--- config.mk ---
export PLATFORM = sky130hd
export DESIGN_NAME = pipe_cmd_sequencer
export DESIGN_NICKNAME = d
export VERILOG_FILES = /design/src/rtl/pipe_cmd_sequencer.sv
export SDC_FILE = /design/constraint.sdc
export NUM_CORES = 1
export LEC_CHECK = 0
export BUFFER_PORTS_ARGS = -buffer_cell sky130_fd_sc_hd__buf_2
export CORE_MARGIN = 2
export CORE_UTILIZATION = 56
export DETAILED_ROUTE_END_ITERATION = 7
export PLACE_DENSITY = 0.77
export SLEW_MARGIN = 20
export SYNTH_ARGS = -nofsm -noshare
export SYNTH_HDL_FRONTEND = slang
export SYNTH_SLANG_ARGS = --single-unit
--- constraint.sdc ---
create_clock -name CLK -period 3.2 [get_ports CLK]
set_input_delay 0.64 -clock CLK [delete_from_list [all_inputs] [get_ports CLK]]
set_output_delay 0.64 -clock CLK [all_outputs]
set_load 0.02 [all_outputs]
--- src/rtl/pipe_cmd_sequencer.sv ---
// PIPE command sequencer: runs LTSSM power-state, rate and receiver-detect
// requests against the PHY with TxElecIdle forcing and the PhyStatus
// completion handshake, and gates the TX datapath outside stable P0.
//
// state       | meaning
// ------------+-----------------------------------------------------------
// RST_WAIT    | PHY still in reset, waiting for PhyStatus to read low
// IDLE        | ready for a command, TxElecIdle follows the LTSSM
// PWR_EI      | TxElecIdle forced high one cycle ahead of a non-P0 PowerDown
// RATE_SETTLE | TxElecIdle held high ELECIDLE_SETTLE cycles before Rate moves
// ISSUE       | new PIPE value on the pins; PhyStatus here is stale, ignored
// PWR_WAIT    | waiting for PhyStatus after a PowerDown change
// RATE_WAIT   | waiting for PhyStatus after a Rate change
// DET_WAIT    | waiting for PhyStatus after TxDetectRx_Loopback
// DONE        | one-cycle completion pulse, back to IDLE next
module pipe_cmd_sequencer #(
  parameter int PHYSTATUS_TIMEOUT = 1024,
  parameter int ELECIDLE_SETTLE   = 8,
  parameter int TMR_W             = 16
) (
  input  logic       CLK,
  input  logic       reset,
  input  logic       req_valid,
  output logic       req_ready,
  input  logic [1:0] req_type,
  input  logic [3:0] req_powerdown,
  input  logic [3:0] req_rate,
  input  logic       tx_elecidle_req,
  output logic       done,
  output logic [1:0] done_status,
  output logic       det_present,
  output logic       phy_ready,
  output logic       tx_gate,
  output logic [3:0] PowerDown,
  output logic [3:0] Rate,
  output logic       TxElecIdle,
  output logic       TxDetectRx_Loopback,
  input  logic       PhyStatus,
  input  logic [2:0] RxStatus
);

  localparam logic [3:0] ST_RST_WAIT    = 4'd0;
  localparam logic [3:0] ST_IDLE        = 4'd1;
  localparam logic [3:0] ST_PWR_EI      = 4'd2;
  localparam logic [3:0] ST_RATE_SETTLE = 4'd3;
  localparam logic [3:0] ST_ISSUE       = 4'd4;
  localparam logic [3:0] ST_PWR_WAIT    = 4'd5;
  localparam logic [3:0] ST_RATE_WAIT   = 4'd6;
  localparam logic [3:0] ST_DET_WAIT    = 4'd7;
  localparam logic [3:0] ST_DONE        = 4'd8;

  localparam logic [1:0] CMD_PWR  = 2'd0;
  localparam logic [1:0] CMD_RATE = 2'd1;
  localparam logic [1:0] CMD_DET  = 2'd2;

  localparam logic [1:0] STS_OK      = 2'd0;
  localparam logic [1:0] STS_TIMEOUT = 2'd1;
  localparam logic [1:0] STS_ILLEGAL = 2'd2;

  localparam logic [3:0] PD_P0 = 4'd0;
  localparam logic [3:0] PD_P1 = 4'd2;

  // which wait state follows the shared ISSUE cycle
  localparam logic [1:0] WK_PWR  = 2'd0;
  localparam logic [1:0] WK_RATE = 2'd1;
  localparam logic [1:0] WK_DET  = 2'd2;

  localparam logic [TMR_W-1:0] TO_LAST     = TMR_W'(PHYSTATUS_TIMEOUT - 1);
  localparam logic [TMR_W-1:0] SETTLE_LAST = TMR_W'(ELECIDLE_SETTLE - 1);

  logic [3:0]       state, state_nxt;
  logic [TMR_W-1:0] tmr, tmr_nxt;
  logic [1:0]       wait_kind, wait_kind_nxt;
  logic [3:0]       pd_tgt, pd_tgt_nxt;
  logic [3:0]       rate_tgt, rate_tgt_nxt;

  logic [3:0] powerdown_nxt;
  logic [3:0] rate_nxt;
  logic       elecidle_nxt;
  logic       detrx_nxt;
  logic       done_nxt;
  logic [1:0] status_nxt;
  logic       det_nxt;
  logic       phy_ready_nxt;
  logic       req_ready_nxt;
  logic       tx_gate_nxt;

  // next-state and next-output decode for the whole sequencer
  always_comb begin
    state_nxt     = state;
    tmr_nxt       = tmr;
    wait_kind_nxt = wait_kind;
    pd_tgt_nxt    = pd_tgt;
    rate_tgt_nxt  = rate_tgt;
    powerdown_nxt = PowerDown;
    rate_nxt      = Rate;
    elecidle_nxt  = TxElecIdle;
    detrx_nxt     = TxDetectRx_Loopback;
    done_nxt      = 1'b0;
    status_nxt    = done_status;
    det_nxt       = det_present;
    phy_ready_nxt = phy_ready;

    case (state)
      ST_RST_WAIT: begin
        if (!PhyStatus) begin
          phy_ready_nxt = 1'b1;
          state_nxt     = ST_IDLE;
        end
      end

      ST_IDLE: begin
        elecidle_nxt = tx_elecidle_req;
        if (req_valid) begin
          case (req_type)
            CMD_PWR: begin
              if (req_powerdown == PowerDown) begin
                done_nxt   = 1'b1;
                status_nxt = STS_OK;
                state_nxt  = ST_DONE;
              end else if (req_powerdown == PD_P0) begin
                // leaving low power: PowerDown moves at once, idle stays forced
                powerdown_nxt = PD_P0;
                elecidle_nxt  = 1'b1;
                wait_kind_nxt = WK_PWR;
                state_nxt     = ST_ISSUE;
              end else begin
                elecidle_nxt = 1'b1;
                pd_tgt_nxt   = req_powerdown;
                state_nxt    = ST_PWR_EI;
              end
            end
            CMD_RATE: begin
              if (PowerDown != PD_P0) begin
                done_nxt   = 1'b1;
                status_nxt = STS_ILLEGAL;
                state_nxt  = ST_DONE;
              end else begin
                elecidle_nxt = 1'b1;
                rate_tgt_nxt = req_rate;
                tmr_nxt      = '0;
                state_nxt    = ST_RATE_SETTLE;
              end
            end
            CMD_DET: begin
              if (PowerDown != PD_P1) begin
                done_nxt   = 1'b1;
                status_nxt = STS_ILLEGAL;
                state_nxt  = ST_DONE;
              end else begin
                detrx_nxt     = 1'b1;
                wait_kind_nxt = WK_DET;
                state_nxt     = ST_ISSUE;
              end
            end
            default: begin
              done_nxt   = 1'b1;
              status_nxt = STS_ILLEGAL;
              state_nxt  = ST_DONE;
            end
          endcase
        end
      end

      ST_PWR_EI: begin
        powerdown_nxt = pd_tgt;
        wait_kind_nxt = WK_PWR;
        state_nxt     = ST_ISSUE;
      end

      ST_RATE_SETTLE: begin
        if (tmr == SETTLE_LAST) begin
          rate_nxt      = rate_tgt;
          wait_kind_nxt = WK_RATE;
          state_nxt     = ST_ISSUE;
        end else begin
          tmr_nxt = tmr + 1'b1;
        end
      end

      ST_ISSUE: begin
        tmr_nxt = '0;
        case (wait_kind)
          WK_RATE: state_nxt = ST_RATE_WAIT;
          WK_DET:  state_nxt = ST_DET_WAIT;
          default: state_nxt = ST_PWR_WAIT;
        endcase
      end

      ST_PWR_WAIT, ST_RATE_WAIT, ST_DET_WAIT: begin
        tmr_nxt = tmr + 1'b1;
        // PhyStatus is checked first so a pulse on the last cycle still reports OK
        if (PhyStatus) begin
          done_nxt   = 1'b1;
          status_nxt = STS_OK;
          state_nxt  = ST_DONE;
          if (state == ST_DET_WAIT) begin
            det_nxt   = (RxStatus == 3'b011);
            detrx_nxt = 1'b0;
          end
        end else if (tmr == TO_LAST) begin
          done_nxt   = 1'b1;
          status_nxt = STS_TIMEOUT;
          detrx_nxt  = 1'b0;
          state_nxt  = ST_DONE;
        end
      end

      ST_DONE: begin
        elecidle_nxt = tx_elecidle_req;
        state_nxt    = ST_IDLE;
      end

      default: begin
        state_nxt = ST_IDLE;
      end
    endcase

    req_ready_nxt = (state_nxt == ST_IDLE);
    tx_gate_nxt   = (state_nxt != ST_IDLE) || (powerdown_nxt != PD_P0) || !phy_ready_nxt;
  end

  // register state and every output; reset drops straight back to RST_WAIT
  always_ff @(posedge CLK) begin
    if (reset) begin
      state               <= ST_RST_WAIT;
      tmr                 <= '0;
      wait_kind           <= WK_PWR;
      pd_tgt              <= '0;
      rate_tgt            <= '0;
      PowerDown           <= PD_P1;
      Rate                <= 4'd0;
      TxElecIdle          <= 1'b1;
      TxDetectRx_Loopback <= 1'b0;
      req_ready           <= 1'b0;
      done                <= 1'b0;
      done_status         <= STS_OK;
      det_present         <= 1'b0;
      phy_ready           <= 1'b0;
      tx_gate             <= 1'b1;
    end else begin
      state               <= state_nxt;
      tmr                 <= tmr_nxt;
      wait_kind           <= wait_kind_nxt;
      pd_tgt              <= pd_tgt_nxt;
      rate_tgt            <= rate_tgt_nxt;
      PowerDown           <= powerdown_nxt;
      Rate                <= rate_nxt;
      TxElecIdle          <= elecidle_nxt;
      TxDetectRx_Loopback <= detrx_nxt;
      req_ready           <= req_ready_nxt;
      done                <= done_nxt;
      done_status         <= status_nxt;
      det_present         <= det_nxt;
      phy_ready           <= phy_ready_nxt;
      tx_gate             <= tx_gate_nxt;
    end
  end

endmodule

## Yosys cells after proc, flatten, opt, wreduce, memory -nomap -nowiden

Index checks and enable logic that the tools add are counted.

| word-level totals | value |
|---|---|
| register bits | 47 |
| bits in latches | 0 |
| memory bits (writable) | 0 |
| ROM bits | 0 |
| input port bits | 18 |
| output and inout port bits | 17 |
| memories kept | 0 |

| cells by class | value |
|---|---|
| $add $sub $neg | 1 |
| $mul | 0 |
| divide/modulo/power cells | 0 |
| magnitude comparators | 0 |
| equality and inequality tests | 35 |
| shift-type cells | 0 |
| mux-type cells | 59 |
| bitwise operators | 3 |
| reductions and logical operators | 21 |

Operators with widths:

| cell | number |
|---|---|
| 2-to-1 mux 16 bit | 4 |
| case mux 16 bit (4 select lines) | 1 |
| 2-to-1 mux 4 bit | 12 |
| inequality test 3 bit, second input constant | 8 |
| case mux 4 bit (6 select lines) | 1 |
| 2-to-1 mux 2 bit | 11 |
| 2-to-1 mux 1 bit | 17 |
| adder 16 x 1 -> 16 bit, second input constant | 1 |
| equality test 16 x 10 -> 1 bit, second input constant | 1 |
| equality test 16 x 3 -> 1 bit, second input constant | 1 |
| equality test 4 x 3 -> 1 bit, second input constant | 4 |
| inequality test 2 bit, second input constant | 6 |
| case mux 2 bit (2 select lines) | 3 |
| case mux 2 bit (3 select lines) | 2 |
| case mux 4 bit (3 select lines) | 1 |
| AND reduction 6 bit | 2 |
| nonzero test 4 bit | 3 |
| AND reduction 5 bit | 2 |
| equality test 4 x 1 -> 1 bit, second input constant | 2 |
| equality test 4 x 2 -> 1 bit, second input constant | 2 |
| logical NOT 4 bit | 2 |
| case mux 1 bit (2 select lines) | 4 |
| case mux 4 bit (2 select lines) | 1 |
| AND reduction 7 bit | 1 |
| other kinds (21) | 27 |

## Logic depth before layout (Yosys ltp)

| logic depth | value |
|---|---|
| word-level depth | 9 |
| gate-level depth with buffers | 8 |
| gate-level depth less buffers | 7 |

## Worst setup path after synthesis

No wires, ideal clock.

| timing | value |
|---|---|
| path kind | register -> register |
| from | reg tmr[0] |
| to | reg tx_gate |
| setup time | 120 ps |
| data arrival time | 2,112 ps |
| slack | 968 ps |
| cell stages (with the launch flop) | 9 |
| buffers on the path | 2 |
| period minus slack after synthesis | 2,232 ps |
| cells stage by stage | dfxtp_1 -> ha_1 -> nand3_1 -> or2_1 -> buf_6 -> o311a_1 -> buf_6 -> or4b_4 -> a211o_1 |

| between the ends | value |
|---|---|
| longest elaborated chain between the ends | 7 |
| elaborated cells between the ends (all ways) | 9 |
| classes of those cells | 3 x eq/ne; 4 x mux; 2 x reduce/logical |

Ends and longest elaborated chain:

| element | line | RTL |
|---|---|---|
| from (decl) | 72 | `logic [TMR_W-1:0] tmr, tmr_nxt;` |
| from (signal assigned) | 243 | `tmr <= tmr_nxt;` |
| equality test 16 x 10 -> 1 bit | 201 | `end else if (tmr == TO_LAST) begin` |
| 2-to-1 mux 4 bit | 201 |  |
| 2-to-1 mux 4 bit | 193 | `if (PhyStatus) begin` |
| case mux 4 bit (6 select lines) (*) | 104 | `case (state)` |
| inequality test 4 x 1 -> 1 bit (*) | 220 | `tx_gate_nxt = (state_nxt != ST_IDLE) \|\| (powerdown_nxt != PD_P0) \|\| !phy_ready_nxt;` |
| logical OR 1 bit (*) (2 in series) | 220 |  |
| to (signal assigned) | 256 | `tx_gate <= tx_gate_nxt;` |
| to (decl) | 33 | `output logic tx_gate,` |

Every way passes the cells marked *; elsewhere a longest branch is shown, timed or not.
A chain may end at the register's enable or synchronous reset.

## Worst setup path in the final report

| timing | value |
|---|---|
| from | reg PowerDown[0] |
| to | reg tmr[12] |

| between the ends | value |
|---|---|
| longest elaborated chain between the ends | 3 |

Ends and longest elaborated chain:

| element | line | RTL |
|---|---|---|
| from (decl) | 34 | `output logic [3:0] PowerDown,` |
| from (signal assigned) | 247 | `PowerDown <= powerdown_nxt;` |
| nonzero test 4 bit | 134 | `if (PowerDown != PD_P0) begin` |
| inequality test 2 bit (no line) | - |  |
| AND reduction 5 bit (no line) | - |  |

No other way between the ends.

==> results.cfg <==
[status]
status = completed

[synthesis]
synthTopCellsByArea = dfxtp_1 (39%), mux2i_1 (6.3%), nor2_1 (5.0%)
synthCells = 277
yosysWarnings = 0
synth.avg_cell_area_um2 = 8.67
synth_seq_area_share_pct = 39.2
synth.ff_latch_count = 47
synth.cell_area_um2 = 2400
syn-num-nets = 297
synth.distinct_cells = 54
netlist.area_leader.share_pct = 39.2
synth_top_cell_by_area = dfxtp_1

[timing]
rsz0062_at_grt = no
fin_skew_ns = 0.00450
fmax_ghz = 0.395
tightestPinTransition_ns = 0.824
period_share_pct = 79.2
setup_tns_ns = 0
layout_min_cycle_time_ns = 2.53
setup_viol = 0
slew_violations = 0
maxSlewHeadroom_pct = 44.9
hold_viol = 0
final.setup.worst_slack_ns = 0.667

[setup_path]
r2r_start = PowerDown[0]
crit_cells = 5
max_stage_delay_ns = 0.62
path_class = flip-flop to flip-flop
cpMaxStageDelayCell = or4_1
endpoint_kind = flip-flop
arrival_ns = 2.77
reg2reg_depth = 5
cp_cell_sequence = or4_4 -> o31ai_4 -> o211ai_2 -> or4_1 -> a21oi_1
worstPathMaxFanout = 24
crit_start = PowerDown[0]
critPathBufInv = 0
crit_required_ns = 3.44
startpoint_type = flip-flop
cp_top_family = simple AND/OR/NAND/NOR gates
r2r_slack_ns = 0.67

[clocking]
cts_tree = yes
cts_resized = 0
root_buffer = clkbuf_8
cts_setup_buffers = 0
h-tree-depth = 2
clk_pin_slew_ns = 0.09
cts_hold_buffers = 0
clock_latency_ns = 0.30
numCtsBuffers = 5
cts.sinks = 47
cts_buffer_depth = 2

[floorplan]
die_w_um = 69.5
initial_core_util_pct = 59.2
fp.dieH_um = 69.5
ios = 35
dieArea_um2 = 4830
coreArea_um2 = 4060
num_rows = 23

[worst_hold_path]
hold_depth = 2
hold_path.class = flip-flop to flip-flop
hp-start = det_present

[placed_design]
dp_hpwl_um = 3750
pre_cts_slack_ns = 0.658
port_buffers = 34
place_congestion = 0.860

[power]
power_density_nw_per_um2 = 411
vdd_drop_max_mv = 0.330
power_mw = 1.10
p_leak_nw = 0.968

[drt]
routed-via-count = 2129
drt_iter0_markers = 288
drt_pass1_iterations = 5
drc_errors = 0
wirelength_um = 5150
wl_per_cell_um = 14.5
ant_nets = 0
vias_per_cell = 5.98

[finish]
diodes = 0
drive_gt1_share_pct = 18.3
synthToLayoutAreaGrowth_pct = 11.5
final_nets = 325

[grt]
antenna_found_initial = 0
grt_pass1_wl_um = 8720
grt_start_max_net_pins = 31
overflow = 0
grt_pass1_vias = 1877
grt_use_total_pct = 21.9

[flow_run]
maxCapViolCount = 0
## worst paths after layout
| check | to |
|---|---|
| min | det_present |
| min reg2reg | det_present |
| max reg2reg | tmr[12] |
| max | tmr[12] |
## registers in the layout, indices dropped and copies added (netlist names)
register,count
tmr,16
phy_ready,1
rate_tgt,4
pd_tgt,4
Rate,4
done,1
wait_kind,2
det_present,1
state,4
req_ready,1
PowerDown,4
tx_gate,1
done_status,2
TxDetectRx_Loopback,1
TxElecIdle,1
## worst reg2reg max path: cells and delay by family, from the launching register on
family             cells  cell delay [ns]
and+or+nand+nor        2             1.22
DFF                    1             0.36
AOI/OAI and AO/OA      3             0.88
## Yosys cell counts, drive strengths merged
cell type / number
dfxtp: 47
nor4b: 3
or3: 12
a221o: 1
a31oi: 3
xnor2: 2
a211oi: 3
or4: 8
o31ai: 6
nor3b: 1
buf: 5
nor4: 9
and3b: 1
mux2: 1
nor2: 32
ha: 2
o22ai: 1
and3: 2
nand3b: 2
nor4bb: 1
nand3: 10
nand2b: 3
o21ba: 1
clkbuf: 11
xor2: 8
nor2b: 3
a41oi: 1
mux2i: 15
or4b: 2
a211o: 1
o311a: 2
o41ai: 2
nand4: 6
inv: 7
nand2: 16
a22oi: 3
o211ai: 3
nor3: 6
o21ai: 10
a21oi: 20
or2: 5
## per-layer routing
metal	track usage [%]	vias to the layer above	wire [um]	part of all wire [%]
met4	8.71	0	103	2.0
li1	-	1083	-	-
met1	31.2	967	2510	49
met2	32.3	68	2240	44
met5	0	-	0	0
met3	4.51	11	298	5.8
## report_power, final
group / total (mW) / internal (mW) / switching (mW)
clock network: 0.374 / 0.176 / 0.198
registers: 0.611 / 0.595 / 0.0162
logic: 0.116 / 0.0465 / 0.0692
total: 1.10 / 0.818 / 0.283
## stage by stage
| step | cells | util, % | hold slack [ns] | area, um2 |
|---|---|---|---|---|
| 2_1_floorplan | 277 | - | 0.442 | 2400 |
| 3_5_place_dp | 348 | 63.6 | 0.448 | 2580 |
| 3_3_place_gp | 348 | 63.6 | 0.439 | 2580 |
| 4_1_cts | 356 | 66.0 | 0.461 | 2680 |
| 5_1_grt | 356 | 66.0 | 0.482 | 2680 |
| 6_report | 356 | 66.0 | 0.464 | 2680 |
## cell type report
type	count	area [um2]
clock buffer	6	82.6
inverter	7	26.3
fill	335	1380
multi-input combinational	207	1360
timing repair buffer	37	193
sequential	47	941
tap	50	62.6
clock inverter	2	16.3
## layout by cell type (no fill, tap or decap), types with 3 or more instances in the layout
master    instances
nor2b_1           3
or4_1             7
or2_1             3
a21oi_1          20
nor3_1            5
buf_2            34
o21ai_0           7
inv_1             7
o31ai_1           5
nand4_1           5
o21ai_1           3
xor2_1            8
a22oi_1           3
or3_1            12
mux2i_1          15
nand3_1          10
nor2_1           32
nand2b_1          3
a31oi_1           3
clkbuf_8          6
nor4b_1           3
dfxtp_1          47
buf_4             3
nand2_1          16
a211oi_1          3
nor4_1            8
## cell families after synthesis
logic type               count (synthesis)  synth area share (%)
AND/OR/NAND/NOR                        122                  28.9
adder cells (fa/ha/maj)                  2                  1.04
buffers and inverters                   23                  4.37
XOR/XNOR                                10                  3.65
flip-flops                              47                  39.2
multiplexers                            16                  6.72
AO/OA/AOI/OAI                           57                  16.2
Note: power is estimated with default switching activity, not from simulation.
